### src/rtl/arbitro_memoria.sv
// ---------------------------------------------------------------------------
// arbitro_memoria
//   Two-master arbiter in front of a single main-memory port. The CPU and the
//   disk loader (HD) share the memory; one access is served at a time through
//   a three-state sequence IDLE -> SERVE -> ACK. When both masters request in
//   the same IDLE cycle, the one that was not served last wins.
//
// Optional feature (macro ARB_BOUNDS_CHECK_EN):
//   When defined, an access whose bank (addr[15:8]) is >= MEM_BANKS or whose
//   offset (addr[7:0]) is >= MEM_WORDS is not issued to memory. The winner
//   gets ack together with err, and its rdata is loaded with zero.
//   When undefined, every address is forwarded and cpu_err/hd_err stay low.
//
// Parameters:
//   MEM_BANKS  number of memory banks (address bits [15:8])
//   MEM_WORDS  words per bank (address bits [7:0])
//
// Ports:
//   clk, reset            clock (rising edge), asynchronous active-high reset
//   cpu_req, cpu_we       CPU request and write enable
//   cpu_addr, cpu_wdata   CPU physical address {bank,offset} and write data
//   cpu_ack, cpu_err      CPU completion pulse and error flag
//   cpu_rdata             CPU read data (registered)
//   hd_req, hd_we         disk-loader request and write enable
//   hd_addr, hd_wdata     disk-loader offset (bits [7:0]) and write data
//   hd_set                disk-loader partition, used as the bank number
//   hd_ack, hd_err        disk-loader completion pulse and error flag
//   hd_rdata              disk-loader read data (registered)
//   mem_ctrl              memory control: 2'b01 write, 2'b00 otherwise
//   mem_addr, mem_store   memory address and store data (valid in SERVE)
//   mem_rdata             memory read data
// ---------------------------------------------------------------------------
module arbitro_memoria #(
  parameter int MEM_BANKS = 8,
  parameter int MEM_WORDS = 8
) (
  input  logic        clk,
  input  logic        reset,
  input  logic        cpu_req,
  input  logic        cpu_we,
  input  logic [15:0] cpu_addr,
  input  logic [15:0] cpu_wdata,
  output logic        cpu_ack,
  output logic        cpu_err,
  output logic [15:0] cpu_rdata,
  input  logic        hd_req,
  input  logic        hd_we,
  input  logic [15:0] hd_addr,
  input  logic [15:0] hd_wdata,
  input  logic [2:0]  hd_set,
  output logic        hd_ack,
  output logic        hd_err,
  output logic [15:0] hd_rdata,
  output logic [1:0]  mem_ctrl,
  output logic [15:0] mem_addr,
  output logic [15:0] mem_store,
  input  logic [15:0] mem_rdata
);

  typedef enum logic [1:0] {
    IDLE  = 2'd0,
    SERVE = 2'd1,
    ACK   = 2'd2
  } state_t;

  state_t      state;
  state_t      state_next;

  // Transaction captured when leaving IDLE; inputs are ignored afterwards.
  logic        last_hd;
  logic        win_hd;
  logic        lat_we;
  logic [15:0] lat_addr;
  logic [15:0] lat_data;

  // Candidate transaction, evaluated every IDLE cycle.
  logic        pick_hd;
  logic        pick_we;
  logic [15:0] pick_addr;
  logic [15:0] pick_data;

  logic        addr_err;

  // The disk loader only supplies an offset; its bank comes from hd_set,
  // so the upper byte of hd_addr is deliberately ignored.
  logic [7:0]  unused_hd_addr_hi;
  assign unused_hd_addr_hi = hd_addr[15:8];

`ifdef ARB_BOUNDS_CHECK_EN
  // One extra bit so a limit of 256 banks/words still compares correctly.
  localparam logic [8:0] BANK_LIMIT = 9'(MEM_BANKS);
  localparam logic [8:0] WORD_LIMIT = 9'(MEM_WORDS);

  assign addr_err = ({1'b0, lat_addr[15:8]} >= BANK_LIMIT) ||
                    ({1'b0, lat_addr[7:0]}  >= WORD_LIMIT);
`else
  // Sizes only matter when the bounds check is built in.
  logic [63:0] unused_sizes;
  assign unused_sizes = {32'(MEM_BANKS), 32'(MEM_WORDS)};
  assign addr_err     = 1'b0;
`endif

  // Winner selection: a lone requester wins; on a tie the master that was
  // not served last wins (last_hd=1 means the CPU gets the tie).
  always_comb begin
    pick_hd   = hd_req && (!cpu_req || !last_hd);
    pick_we   = pick_hd ? hd_we : cpu_we;
    pick_addr = pick_hd ? {5'b0, hd_set, hd_addr[7:0]} : cpu_addr;
    pick_data = pick_hd ? hd_wdata : cpu_wdata;
  end

  // State register.
  always_ff @(posedge clk or posedge reset) begin
    if (reset) begin
      state <= IDLE;
    end else begin
      state <= state_next;
    end
  end

  // Next state: requests are only looked at in IDLE.
  always_comb begin
    state_next = state;
    unique case (state)
      IDLE:    if (cpu_req || hd_req) state_next = SERVE;
      SERVE:   state_next = ACK;
      ACK:     state_next = IDLE;
      default: state_next = IDLE;
    endcase
  end

  // Transaction latch, round-robin history and registered responses. The
  // ack/err flags are single-cycle pulses that line up with the ACK state.
  always_ff @(posedge clk or posedge reset) begin
    if (reset) begin
      last_hd   <= 1'b1;
      win_hd    <= 1'b0;
      lat_we    <= 1'b0;
      lat_addr  <= '0;
      lat_data  <= '0;
      cpu_ack   <= 1'b0;
      cpu_err   <= 1'b0;
      cpu_rdata <= '0;
      hd_ack    <= 1'b0;
      hd_err    <= 1'b0;
      hd_rdata  <= '0;
    end else begin
      cpu_ack <= 1'b0;
      cpu_err <= 1'b0;
      hd_ack  <= 1'b0;
      hd_err  <= 1'b0;
      unique case (state)
        IDLE: begin
          if (cpu_req || hd_req) begin
            win_hd   <= pick_hd;
            lat_we   <= pick_we;
            lat_addr <= pick_addr;
            lat_data <= pick_data;
          end
        end
        SERVE: begin
          last_hd <= win_hd;
          if (win_hd) begin
            hd_ack <= 1'b1;
            hd_err <= addr_err;
            if (addr_err)     hd_rdata <= '0;
            else if (!lat_we) hd_rdata <= mem_rdata;
          end else begin
            cpu_ack <= 1'b1;
            cpu_err <= addr_err;
            if (addr_err)     cpu_rdata <= '0;
            else if (!lat_we) cpu_rdata <= mem_rdata;
          end
        end
        default: ;
      endcase
    end
  end

  // Memory port: only active in SERVE. A rejected access keeps mem_ctrl
  // idle so nothing is written.
  always_comb begin
    mem_ctrl  = 2'b00;
    mem_addr  = '0;
    mem_store = '0;
    if (state == SERVE) begin
      mem_addr  = lat_addr;
      mem_store = lat_data;
      if (lat_we && !addr_err) mem_ctrl = 2'b01;
    end
  end

endmodule

### config.mk
export PLATFORM = sky130hd
export DESIGN_NAME = arbitro_memoria
export DESIGN_NICKNAME = d
export VERILOG_FILES = /design/src/rtl/arbitro_memoria.sv
export SDC_FILE = /design/constraint.sdc
export NUM_CORES = 1
export LEC_CHECK = 0
export CORE_MARGIN = 5
export CORE_UTILIZATION = 41
export DETAILED_ROUTE_END_ITERATION = 8
export PLACE_DENSITY = 0.88
export SLEW_MARGIN = 10
export SYNTH_ARGS = -nofsm -noshare
export SYNTH_HDL_FRONTEND = slang
export SYNTH_SLANG_ARGS = --single-unit
### constraint.sdc
create_clock -name clk -period 2.45 [get_ports clk]
set_input_delay 0.49 -clock clk [delete_from_list [all_inputs] [get_ports clk]]
set_output_delay 0.49 -clock clk [all_outputs]
set_load 0.1 [all_outputs]
==> results of run 1 <==
## placed cells by master, fill, tap and decap left out
cell type,instances
clkdlybuf4s50_1,80
nand3b_1,1
a21bo_1,1
nand2_1,3
nor2_1,2
inv_6,1
clkbuf_8,9
dfstp_2,1
buf_4,41
buf_12,36
inv_2,1
mux2_2,79
dfrtp_1,70
clkinvlp_4,2
clkinv_4,1
nor2_2,1
mux2_4,9
nor3_2,1
and2_1,33
a32o_1,1
clkinv_2,2
nand2b_1,1
inv_1,3
bufinv_16,1
a22o_1,5
o21ai_4,1
o211a_1,1
conb_1,3
## cells in the mapped netlist
cell	n
a21bo_1	1
a22o_1	5
a32o_1	1
and2_1	33
buf_2	5
buf_4	4
buf_6	2
clkbuf_1	3
conb_1	1
dfrtp_1	70
dfstp_2	1
inv_1	4
mux2_2	79
mux2_4	9
nand2_1	3
nand2b_1	1
nand3b_1	1
nor2_1	2
nor2_2	1
nor3_2	1
o211a_1	1
o21ai_1	1
## metal layers
metal	up-vias	routed length, um	track usage, %
met5	-	0	0
li1	1098	-	-
met4	0	149	7.353
met3	12	735	5.591
met1	1148	3221	19.39
met2	95	4124	29.70
## worst min-delay path: cells and delay by family (launching register included)
family | cells | cell delay, ns
flops | 1 | 0.38
simple gates | 2 | 0.10
## area by class of cell
cell class	count	area [sq um]
clock inverter	7	72.57
sequential	71	1778
multi-input combinational	142	1381
timing repair buffer	157	1829
inverter	4	15.01
fill	567	2400
tap	102	127.6
clock buffer	9	123.9
## logic make-up (layout without fill, tap and decap cells)
family | Yosys count | in the layout | share of synthesized area, %
buffers and inverters | 18 | 177 | 3.201
AOI/OAI and AO/OA | 9 | 9 | 2.429
DFF | 71 | 71 | 54.80
muxes | 88 | 88 | 31.58
other | 1 | 3 | 0.1156
and+or+nand+nor | 42 | 42 | 7.868
## sequential cells by signal, summed over array words and instances, names as in the netlist
register   count
lat_we         1
hd_ack         1
win_hd         1
lat_data      16
state          2
lat_addr      16
cpu_ack        1
cpu_rdata     16
hd_rdata      16
last_hd        1
## worst paths after layout
kind,from,end,slack (ns),cells past startpoint
max,state[1]$_DFFE_PP0P_,mem_store[4],0.33,5
min,last_hd$_DFFE_PP1N_,last_hd$_DFFE_PP1N_,0.48,2
max reg2reg,state[1]$_DFFE_PP0P_,cpu_rdata[8]$_DFFE_PP0P_,0.76,4
min reg2reg,last_hd$_DFFE_PP1N_,last_hd$_DFFE_PP1N_,0.48,2
max in group asynchronous,reset,lat_data[12]$_DFFE_PP0P_,1.39,3
min in group asynchronous,reset,state[0]$_DFFE_PP0P_,0.51,2
## through the flow
stage               utilization, %  cell area, sq um  setup slack (ns)
finish                       68.94              5328            0.3290
global route                 68.94              5328            0.2068
CTS                          68.94              5328            0.3091
detailed placement           66.40              5131            0.2008
global placement             66.40              5131            0.2508
floorplan                        -              3252            0.1651
==> out/qor.txt, run 1 <==
post-CTS resize count = 0
Post-Layout Cell Count = 492
fin. max-slew vios = 0
CP bufs+invs = 3
Setup Buffers After CTS = 0
total track usage = 17.19%
unrepaired setup endpoints after global routing = no
Final HPWL DP = 6.491 mm
Critical Path AT = 1.63 ns
Cells after Synth = 229
Final nets = 474
minimum clock period = 2.121 ns
Slew @ Worst Pin = 0.5204 ns
clk_skew = 0.008577 ns
cell area after synthesis = 3244 sq um
Fin. Hold Viols = 0
Final Wtd Congestion = 0.7337
Critical Path RT = 1.96 ns
Setup-failing EPs final = 0
Port Buf Inserts = 147
Num CTS Buffers = 9
status = complete, no violations
Worst slew margin = 65.26%
first-pass GRT wire length = 13.09 mm
synthesized area per cell = 14.17 sq um
drt total wl = 8.230 mm
Starting DRT DRC Count = 22
warnings from Yosys = 0
FMAX = 471.5 MHz
drc violations = 0
worst hold margin = 0.4773 ns
setup_tns = 0 ns
row cnt = 32
layout overhead on the synthesized area = 64.21%
Seq cells post-synth = 71
top cells by area, synth = dfrtp_1 54%, mux2_2 27%, and2_1 6.4%, mux2_4 4.2%, a22o_1 1.3%
clk buf depth = 2
drt pass-1 iters = 4
Die X-Extent = 98.96 um
vias in the first global route = 2632
Max-cap violations = 0
share of cells above drive strength 1 = 47.69%
Netlist cell types = 22
grt total ovfl = 0
Hold Crit Class = reg2reg
# IOs = 159
Synth top area share = 53.99%
die height = 98.96 um
initial antenna violation count = 0
leading area contributor after synthesis = dfrtp_1
routed via count = 2353
cts hold-fix bufs = 0
sequential element share of the synthesized area = 54.80%
CP max FO = 19
clock-pin slew on the worst setup and hold paths = 0.08 ns
crit path launch type = flip-flop
root buffer cell = clkbuf_8
Final ANT Viol Nets = 0
Worst Setup Path Type = reg2out
largest net degree at the start of global routing = 30
Initial Util = 41.99%
CP delay by family, top = buffers and inverters
core area = 7727 sq um
crit-path cells = nand2b_1 > inv_1 > buf_4 > and2_1 > buf_12
H-tree Lvls = 3
wire per inst = 16.73 um
worst-skew pair later-pin latency = 0.35 ns
master of the slowest instance on the critical path = dfrtp_1
Placed Cells = 476
Die ar. = 9792 sq um
slowest stage delay, CP = 0.39 ns
clock sinks = 71
diode count = 0
Via density = 4.783
final worst path period share = 86.57%
CTS tree = done
CP Capture Type = primary output
Power of run 1 is not shown: default switching activity piles up to over one toggle a cycle in this logic, so the estimate is an artifact.
==> run 2, diff against run 1 <==
--- a/config.mk
+++ b/config.mk
@@ -5,6 +5,7 @@
 export SDC_FILE = /design/constraint.sdc
 export NUM_CORES = 1
 export LEC_CHECK = 0
+export CAP_MARGIN = 0
 export CORE_MARGIN = 5
 export CORE_UTILIZATION = 41
 export DETAILED_ROUTE_END_ITERATION = 8
==> results of run 2 <==
Final layout, timing and power as in run 1 (identical DEF).
Power of run 2 is left out for the same reason.
==> run 3, diff against run 2 <==
==> constraint.sdc (replaced) <==
create_clock -name clk -period 2.45 [get_ports clk]
set_input_delay 0.49 -clock clk [delete_from_list [all_inputs] [get_ports clk]]
set_output_delay 0.49 -clock clk [all_outputs]
set_load 0.05 [all_outputs]
==> run 3 against run 2 <==
Compared with the run above:
- critical endpoint is now mem_addr[6]
- highest routed layer unchanged
- via count shrank 0.42%
- sequential share of layout area shrank 0.68 points
- die area is the same
- first-iteration DRC count grew 18%
- final cell count grew 0.20%
- flip-flop and latch count is the same
- count of clock-buffer cells in the layout is the same
- wire length shrank 1.7%
- critical path type unchanged
- clock skew grew 0.0012 ns
- utilization grew 1.4 points
- non-clock buffer count grew 1
- global-route usage shrank 0.17 points
==> out/qor.txt, run 3 (synthesis gave the netlist of run 1 again) <==
status = complete, no violations
Worst slew margin = 64.41%
grt total ovfl = 0
# IOs = 159
Setup WS pre-CTS = 0.2005 ns
clock sinks = 71
FF-to-FF setup slack = 0.76 ns
total track usage = 17.02%
Via density = 4.753
Final ANT Viol Nets = 0
commonest non-fill, non-tap cell in the layout = clkdlybuf4s50_1
die height = 98.96 um
unrepaired setup endpoints after global routing = no
Critical Path RT = 1.96 ns
core area = 7727 sq um
CTS tree = done
drc violations = 0
Final HPWL DP = 6.421 mm
minimum clock period = 2.064 ns
Die ar. = 9792 sq um
first-pass GRT wire length = 13.11 mm
CP Capture Type = primary output
most frequent cells in the layout = 114 x clkdlybuf4s50_1, 79 x mux2_2, 70 x dfrtp_1
diode count = 0
Final nets = 475
VDD IR-drop max = 0.7777 mV
FMAX = 484.6 MHz
Die X-Extent = 98.96 um
Pwr Density = 1481 nW/um^2
crit path launch type = flip-flop
Initial Util = 41.99%
clk buf depth = 2
wire length on met2 = 4.139 mm
layout overhead on the synthesized area = 67.61%
root buffer cell = clkbuf_8
H-tree Lvls = 3
Critical Path AT = 1.57 ns
worst hold margin = 0.4831 ns
wire per inst = 16.42 um
clk_skew = 0.009812 ns
Met3 Wirelength = 747 um
Starting DRT DRC Count = 26
Max-cap violations = 0
met1 WL = 3.114 mm
Setup-failing EPs final = 0
worst-skew pair later-pin latency = 0.33 ns
largest net degree at the start of global routing = 29
Slew @ Worst Pin = 0.5322 ns
vias in the first global route = 2622
initial antenna violation count = 0
CP max FO = 19
top layer in use = met4
Worst Setup Path Type = reg2out
Placed Cells = 477
drt pass-1 iters = 3
Port Buf Inserts = 147
Final Worst Setup Slack = 0.3863 ns
fin. max-slew vios = 0
Num CTS Buffers = 9
row cnt = 32
cts hold-fix bufs = 0
Leakage = 2.326 nW
Fin. Hold Viols = 0
Final Wtd Congestion = 0.7304
clock-pin slew on the worst setup and hold paths = 0.08 ns
final worst path period share = 84.23%
post-CTS resize count = 0
share of cells above drive strength 1 = 39.13%
setup_tns = 0 ns
drt total wl = 8.093 mm
routed via count = 2343
Hold Crit Class = reg2reg
Setup Buffers After CTS = 0
Post-Layout Cell Count = 493
-- run 3: report_power, final --
part | switching, W | leakage (nW) | internal (W)
sequential | 0.000293 | 0.849 | 0.00177
combinational | 0.00272 | 1.37 | 0.00223
clock | 0.000445 | 0.111 | 0.000585
-- run 3: routing by layer --
layer,up-vias,track usage [%]
met2,94,28.87
met3,10,6.369
li1,1101,-
met5,-,0
met4,0,5.882
met1,1138,19.75
-- run 3: layout make-up --
| type | instances | area (sq um) |
|---|---|---|
| tap | 102 | 127.6 |
| fill | 542 | 2290 |
| clock inverter | 7 | 102.6 |
| multi-input combinational | 142 | 1381 |
| timing repair buffer | 158 | 1909 |
| inverter | 4 | 15.01 |
| clock buffer | 9 | 123.9 |
| sequential | 71 | 1778 |
-- run 3: critical path, cell delays in order, from the launching register on --
cell,delay [ns]
dfrtp_1,0.38
nand2b_1,0.19
inv_1,0.10
buf_4,0.21
and2_1,0.21
buf_12,0.15
-- run 3: stage by stage --
step	utilization [%]	total power, W	area (sq um)
floorplan	-	0.005012	3252
global placement	67.44	0.006968	5211
detailed placement	67.44	0.007110	5211
CTS	70.37	0.008169	5438
global route	70.37	0.008454	5438
finish	70.37	0.008055	5438
-- run 3: final timing paths --
kind / startpoint / endpoint / cells after the start
setup / recovery: state[1]$_DFFE_PP0P_ / mem_addr[6] / 5
hold / removal: last_hd$_DFFE_PP1N_ / last_hd$_DFFE_PP1N_ / 2
setup reg to reg: last_hd$_DFFE_PP1N_ / lat_data[2]$_DFFE_PP0P_ / 4
hold reg to reg: last_hd$_DFFE_PP1N_ / last_hd$_DFFE_PP1N_ / 2
max in group asynchronous: reset / lat_addr[7]$_DFFE_PP0P_ / 3
min in group asynchronous: reset / last_hd$_DFFE_PP1N_ / 2
(Power assumes the default switching activity.)
